### src/rtl/fifo_wr_arbiter.sv
// fifo_wr_arbiter: shares one byte-FIFO write port among NUM_REQ packet
// sources. Round-robin between packets, never inside one; an owner that
// stops presenting data for IDLE_TIMEOUT cycles loses the port.
//
// state | meaning
// IDLE  | no owner; pick the next valid requester after rr_ptr (no byte taken)
// XFER  | owner streams bytes into the FIFO until its last byte or a stall timeout
module fifo_wr_arbiter #(
    parameter int NUM_REQ      = 4,
    parameter int DATA_W       = 8,
    parameter int IDLE_TIMEOUT = 16
) (
    input  logic                      clk,
    input  logic                      rst,
    input  logic [NUM_REQ-1:0]        req_valid,
    input  logic [NUM_REQ-1:0]        req_last,
    input  logic [NUM_REQ*DATA_W-1:0] req_data,
    output logic [NUM_REQ-1:0]        req_ready,
    output logic [NUM_REQ-1:0]        grant,
    output logic [NUM_REQ-1:0]        abort,
    output logic                      busy,
    input  logic                      fifo_full,
    output logic                      fifo_wr_en,
    output logic [DATA_W-1:0]         fifo_din
);

    localparam int IDX_W = (NUM_REQ > 1) ? $clog2(NUM_REQ) : 1;
    localparam int CNT_W = $clog2(IDLE_TIMEOUT + 1);
    localparam logic [IDX_W-1:0] LAST_IDX = IDX_W'(NUM_REQ - 1);
    // Stall count at which one more idle cycle means timeout.
    localparam logic [CNT_W-1:0] STALL_TC = CNT_W'(IDLE_TIMEOUT - 1);

    typedef enum logic {
        IDLE = 1'b0,
        XFER = 1'b1
    } state_t;

    state_t             state_q, state_d;
    logic [IDX_W-1:0]   owner_q, owner_d;
    logic [IDX_W-1:0]   rr_q, rr_d;
    logic [CNT_W-1:0]   stall_q, stall_d;

    logic               win_found;
    logic [IDX_W-1:0]   win_idx;
    logic [IDX_W-1:0]   cand;
    logic               owner_valid;
    logic               owner_last;
    logic               xfer;

    // Round-robin search: first valid requester after rr_q, wrapping modulo NUM_REQ.
    always_comb begin
        win_found = 1'b0;
        win_idx   = '0;
        cand      = '0;
        for (int i = 1; i <= NUM_REQ; i++) begin
            cand = IDX_W'((int'(rr_q) + i) % NUM_REQ);
            if (!win_found && req_valid[cand]) begin
                win_found = 1'b1;
                win_idx   = cand;
            end
        end
    end

    // Next-state and output decode; reset gates every strobe that could move data.
    always_comb begin
        state_d     = state_q;
        owner_d     = owner_q;
        rr_d        = rr_q;
        stall_d     = stall_q;
        req_ready   = '0;
        grant       = '0;
        abort       = '0;
        busy        = 1'b0;
        fifo_wr_en  = 1'b0;
        fifo_din    = '0;
        owner_valid = req_valid[owner_q];
        owner_last  = req_last[owner_q];
        xfer        = 1'b0;

        case (state_q)
            IDLE: begin
                stall_d = '0;
                if (win_found) begin
                    state_d = XFER;
                    owner_d = win_idx;
                end
            end
            XFER: begin
                busy               = 1'b1;
                grant[owner_q]     = 1'b1;
                req_ready[owner_q] = !fifo_full && !rst;
                xfer               = owner_valid && !fifo_full && !rst;
                fifo_wr_en         = xfer;
                fifo_din           = req_data[int'(owner_q)*DATA_W +: DATA_W];
                if (xfer) begin
                    stall_d = '0;
                    if (owner_last) begin
                        state_d = IDLE;
                        rr_d    = owner_q;
                    end
                end else if (!owner_valid) begin
                    if (stall_q == STALL_TC) begin
                        abort[owner_q] = !rst;
                        state_d        = IDLE;
                        rr_d           = owner_q;
                        stall_d        = '0;
                    end else begin
                        stall_d = stall_q + CNT_W'(1);
                    end
                end
                // Valid but FIFO full: hold the stall count, backpressure never times out.
            end
            default: begin
                state_d = IDLE;
            end
        endcase
    end

    // State registers; reset leaves requester 0 first in line.
    always_ff @(posedge clk) begin
        if (rst) begin
            state_q <= IDLE;
            owner_q <= '0;
            rr_q    <= LAST_IDX;
            stall_q <= '0;
        end else begin
            state_q <= state_d;
            owner_q <= owner_d;
            rr_q    <= rr_d;
            stall_q <= stall_d;
        end
    end

endmodule

### config.mk
export PLATFORM = sky130hd
export DESIGN_NAME = fifo_wr_arbiter
export DESIGN_NICKNAME = d
export VERILOG_FILES = /design/src/rtl/fifo_wr_arbiter.sv
export SDC_FILE = /design/constraint.sdc
export NUM_CORES = 1
export LEC_CHECK = 0
export ABC_AREA = 1
export CORE_UTILIZATION = 35
export CTS_BUF_LIST = sky130_fd_sc_hd__clkbuf_8 sky130_fd_sc_hd__clkbuf_16
export CTS_CLUSTER_DIAMETER = 80
export DETAILED_ROUTE_END_ITERATION = 10
export HOLD_SLACK_MARGIN = 0.03
export MAX_ROUTING_LAYER = met4
export PLACE_DENSITY = 0.77
export SLEW_MARGIN = 30
export SYNTH_ARGS = -nofsm -noshare
export SYNTH_HDL_FRONTEND = slang
export SYNTH_SLANG_ARGS = --single-unit
### constraint.sdc
create_clock -name clk -period 1.6 [get_ports clk]
set_input_delay 0.32 -clock clk [delete_from_list [all_inputs] [get_ports clk]]
set_output_delay 0.32 -clock clk [all_outputs]
set_load 0.02 [all_outputs]
== Yosys cells after proc, flatten, opt, wreduce, memory -nomap -nowiden ==
Index checks and enable logic that the tools add are counted.

* Flip-flop bits (word level): 10
* Bits of input ports: 43
* Output and inout port bits: 22
* Logic and storage cells: 83

* $add $sub $neg: 5
* $lt $le $gt $ge: 6
* Equal/unequal tests: 4
* Shift operators: 1
* Muxes and demuxes: 45
* Bitwise gates (word level): 3
* Reduce and logical (&&, ||, !) cells: 15

{| class="wikitable"
|+ Operators with widths
! cell !! count
|-
| 32-bit by 6-bit indexed part select with 8-bit output || 1
|-
| 4-bit 2-to-1 mux || 6
|-
| 1-bit 2-to-1 mux || 18
|-
| 2-bit 2-to-1 mux || 8
|-
| 2-bit by 3-bit less-than comparator with 1-bit output, second input constant || 5
|-
| 5-bit 2-to-1 mux || 3
|-
| 1-bit binary-select mux with 2-bit select || 6
|-
| 5-bit case mux with 2 select lines || 1
|-
| 4-bit bitwise AND || 2
|-
| 8-bit 2-to-1 mux || 1
|-
| 1-bit logical AND || 7
|-
| 5-bit by 1-bit adder with 5-bit output, second input constant || 1
|-
| 5-bit by 4-bit == test with 1-bit output, second input constant || 1
|-
| 1-bit logical NOT || 5
|-
| 2-bit by 1-bit adder with 2-bit output, second input constant || 2
|-
| 2-bit adder, second input constant || 2
|-
| 4-bit AND reduction || 1
|-
| 3-bit by 2-bit != test with 1-bit output, second input constant || 1
|-
| 1-bit demux with 2-bit select || 1
|-
| 2-bit by 1-bit >= comparator with 1-bit output, second input constant || 1
|-
| 2-bit by 1-bit != test with 1-bit output, second input constant || 1
|-
| 2-bit != test, second input constant || 1
|-
| 1-bit case mux with 2 select lines || 1
|-
| 2-bit AND reduction || 1
|-
| 2 further kinds || 2
|}

== Depth between registers and ports, before layout ==
* Depth in word-level cells: 15
* Mapped depth: 12
* Depth with buffers taken out: 11

== Worst setup path before layout ==
OpenSTA, ideal clock, no wires.

* Kind: register to output
* Start: register stall_q[0]
* End: output abort[2]
* Arrival: 1.611 ns
* Required time: 1.280 ns
* Path slack: -0.331 ns
* Stages on the path, launching flop included: 10
* Cell sequence: dfxtp_1 > ha_1 > nand2_1 > nor2_1 > inv_1 > nor2_1 > inv_1 > nor2_1 > nand2_1 > nor3_1

* Longest elaborated chain between the ends: 5

{| class="wikitable"
|+ RTL lines
! item !! RTL line !! source
|-
| from (decl) || 41 || <nowiki>logic [CNT_W-1:0] stall_q, stall_d;</nowiki>
|-
| from (signal assigned) || 130 || <nowiki>stall_q <= stall_d;</nowiki>
|-
| 5-bit by 4-bit == test with 1-bit output || 102 || <nowiki>if (stall_q == STALL_TC) begin</nowiki>
|-
| 4-bit 2-to-1 mux || 102 ||
|-
| 4-bit 2-to-1 mux || 101 || <nowiki>end else if (!owner_valid) begin</nowiki>
|-
| 4-bit 2-to-1 mux || 95 || <nowiki>if (xfer) begin</nowiki>
|-
| 4-bit 2-to-1 mux || 80 || <nowiki>case (state_q)</nowiki>
|-
| to (decl) || 20 || <nowiki>output logic [NUM_REQ-1:0] abort,</nowiki>
|}

Every way passes these cells.

== Worst setup path in the final report ==
* Start: register stall_q[1]
* End: output abort[3]

The elaborated chain is that of the path after synthesis.

==> results.md <==
- DRT Pass-1 Iters: 6
- Sink Count: 10
- Worst Hold Path EP: stall_q[3]
- Worst Skew: 21.89 ps
- Clock buffer depth: 2
- Cells after DPL: 324
- First-pass GRT wire length: 7155 um
- Max Freq: 487.3 MHz
- Flops & latches, synth: 10
- Cts hold-fix bufs: 0
- DP Wirelength: 3177 um
- GPL Wtd Cong: 0.9108
- Number of buffers added on ports: 64
- Synth unique cells: 30
- Synth Area in Simple Gates: 47.45%
- WS Path Type: reg2out
- Layout cells sized above 1: 52.75%
- Max cap viols: 0
- Final setup vio count: 27
- Synth warn: 0
- Worst R2R End: rr_q[0]
- Req. time, crit path: 1280 ps
- Gr usage total: 27.63%
- Max VDD drop: 0.6014 mV
- Initial antenna violation count: 0
- CTS Buf Count: 3
- R2r setup slk: -250 ps
- Mapped cell area: 1155 um^2
- Sequential share of the synthesized area: 17.33%
- Max_slew headroom: 83.80%
- Crit path launch: stall_q[1]
- Hold depth: 2
- Cells after Synth: 192
- Num ports: 65
- FF-to-FF Start: owner_q[0]
- Synth Area in Compound Gates: 21.45%
- Endpoint class of the critical path: output port
- Routed length per placed instance: 19.65 um
- Post-route ant nets: 0
- Type of the worst min-delay path: reg2reg
- Core Footprint: 3103 um^2
- Shortest period the worst path allows: 2052 ps
- Main combinational cell family by area after synthesis: simple AND/OR/NAND/NOR gates
- Mux share of post-synthesis cell area: 0%
- Most frequent cells in the layout: buf_4 (46), nand2_1 (44), clkdlybuf4s50_1 (36)
- Average vias per placed instance: 5.649
- Grt total ovfl: 0
- H-tree Lvls: 1
- RSZ-0062 raised after global routing: true
- Syn_area_per_cell: 6.015 um^2
- Die Area: 3533 um^2
- Power density over the cells: 610.4 nW/um^2
- Chip Height: 59.44 um
- Register-to-Register Path Depth: 12
- P_leak: 1.191 nW
- Period utilisation layout: 128.3%
- 1st-iter DRT viols: 147
- Root Driver: clkbuf_8
- Place WS: -865.0 ps
- Hold slack: 484.3 ps
- Min-Delay Startpoint: stall_q[3]
- Post-synthesis xor/xnor area fraction: 0.7584%
- N_diodes: 0
- Area delta synth->final: 127.2%
- Setup total negative slack: -6138 ps
- Commonest non-fill, non-tap cell in the layout: buf_4
- Skew-Pair Late Insertion Delay: 260 ps
- Total number of vias: 1,994
- Row count: 20
- Final slew viol count: 0
- CP max FO: 4
- Synth Area in Adders: 1.083%
- Vias in the first global route: 1,586
- Arr. time, crit path: 1730 ps
- Worst Tran Pin Value: 241.4 ps
- Setup crit start kind: flop
- Starting Density: 37.22%
- Layout Cells excl Fill: 353
- Status: finished with violations
- Final #Nets: 355
- Clock transition at path regs: 70 ps
- Die Wd: 59.44 um
- Setup ws final: -452.2 ps
- Syn Nets: 236
- Hold Vio Cnt, Final: 0
- Largest net degree at the start of global routing: 10
- Violated checks: setup timing
- CTS tree: yes
- DRT Wirelength: 6936 um
- DRC Markers: 0
[cells by family after synthesis]
logic type / after synthesis
compound gates: 38
simple gates: 112
fa+ha+maj: 1
buf+inv: 30
flops: 10
xor+xnor: 1
[worst max-delay path by stage]
stage,endpoint,slack [ps],cells after the start
2_1_floorplan,abort[2],-100,9
3_3_place_gp,abort[3],-830,7
3_5_place_dp,abort[3],-860,7
4_1_cts,abort[3],-320,10
5_1_grt,abort[3],-510,10
6_report,abort[3],-450,10
[worst max-delay path, cell delays in order, from the launching register on]
cell	delay, ps
dfxtp_2	360
ha_4	140
nand2_2	60
nor2_2	90
inv_2	50
nor2_4	110
inv_2	60
nor2_4	130
nand2_4	100
nor3_4	210
buf_6	140
[state kept, by name, indices dropped and copies added (netlist names)]
register  flops
stall_q       5
rr_q          2
owner_q       2
state_q       1
[repair_timing]
item                                    CTS  global route
endpoints found under the setup margin   25            27
resized for setup                       149            71
cloned                                    4             0
pin swaps                                 9            29
buffers inserted                         11            17
[final cells by class]
cell class | count | area, um^2
clock buffer | 3 | 41.29
fill | 163 | 479.2
inverter | 24 | 116.4
multi-input combinational | 152 | 1085
sequential | 10 | 215.2
tap | 44 | 55.05
timing repair buffer | 119 | 1106
timing repair inverter | 1 | 5.005
[Yosys cell counts, drive strengths merged]
library cell | n | area, um^2
nand3b | 2 | 27.53
nand4 | 4 | 40.04
ha | 1 | 12.51
o21ai | 4 | 31.28
dfxtp | 10 | 200.2
a22oi | 16 | 120.1
a21boi | 1 | 7.510
a21oi | 17 | 88.84
nand3 | 15 | 85.08
nand2 | 62 | 267.8
buf | 5 | 38.78
xor2 | 1 | 8.760
inv | 24 | 95.09
clkbuf | 1 | 3.750
nor3 | 5 | 25.02
nor2 | 24 | 102.6
[per-layer routing]
metal | global-route usage, % | up-vias | routed length [um] | part of all wire, %
met1 | 30.13 | 906 | 2644 | 38
li1 | - | 875 | - | -
met3 | 7.860 | 58 | 694 | 10
met5 | - | - | 0 | 0
met4 | 7.143 | 0 | 414 | 6.0
met2 | 48.80 | 155 | 3184 | 46
[metrics by stage]
stage                     instance area, um^2  util [%]  power [mW]
after floorplan                          1219         -      0.6328
after global placement                   2097     67.58      0.9379
after detailed placement                 2097     67.58      0.9466
after CTS                                2290     73.79       1.298
after global routing                     2624     84.56       1.660
final                                    2624     84.56       1.601
[power by group]
group	internal (mW)	switching, mW
clock	0.166	0.128
combinational	0.484	0.523
sequential	0.266	0.0338
total	0.916	0.685
No activity file was read; power rests on OpenSTA's default activity.
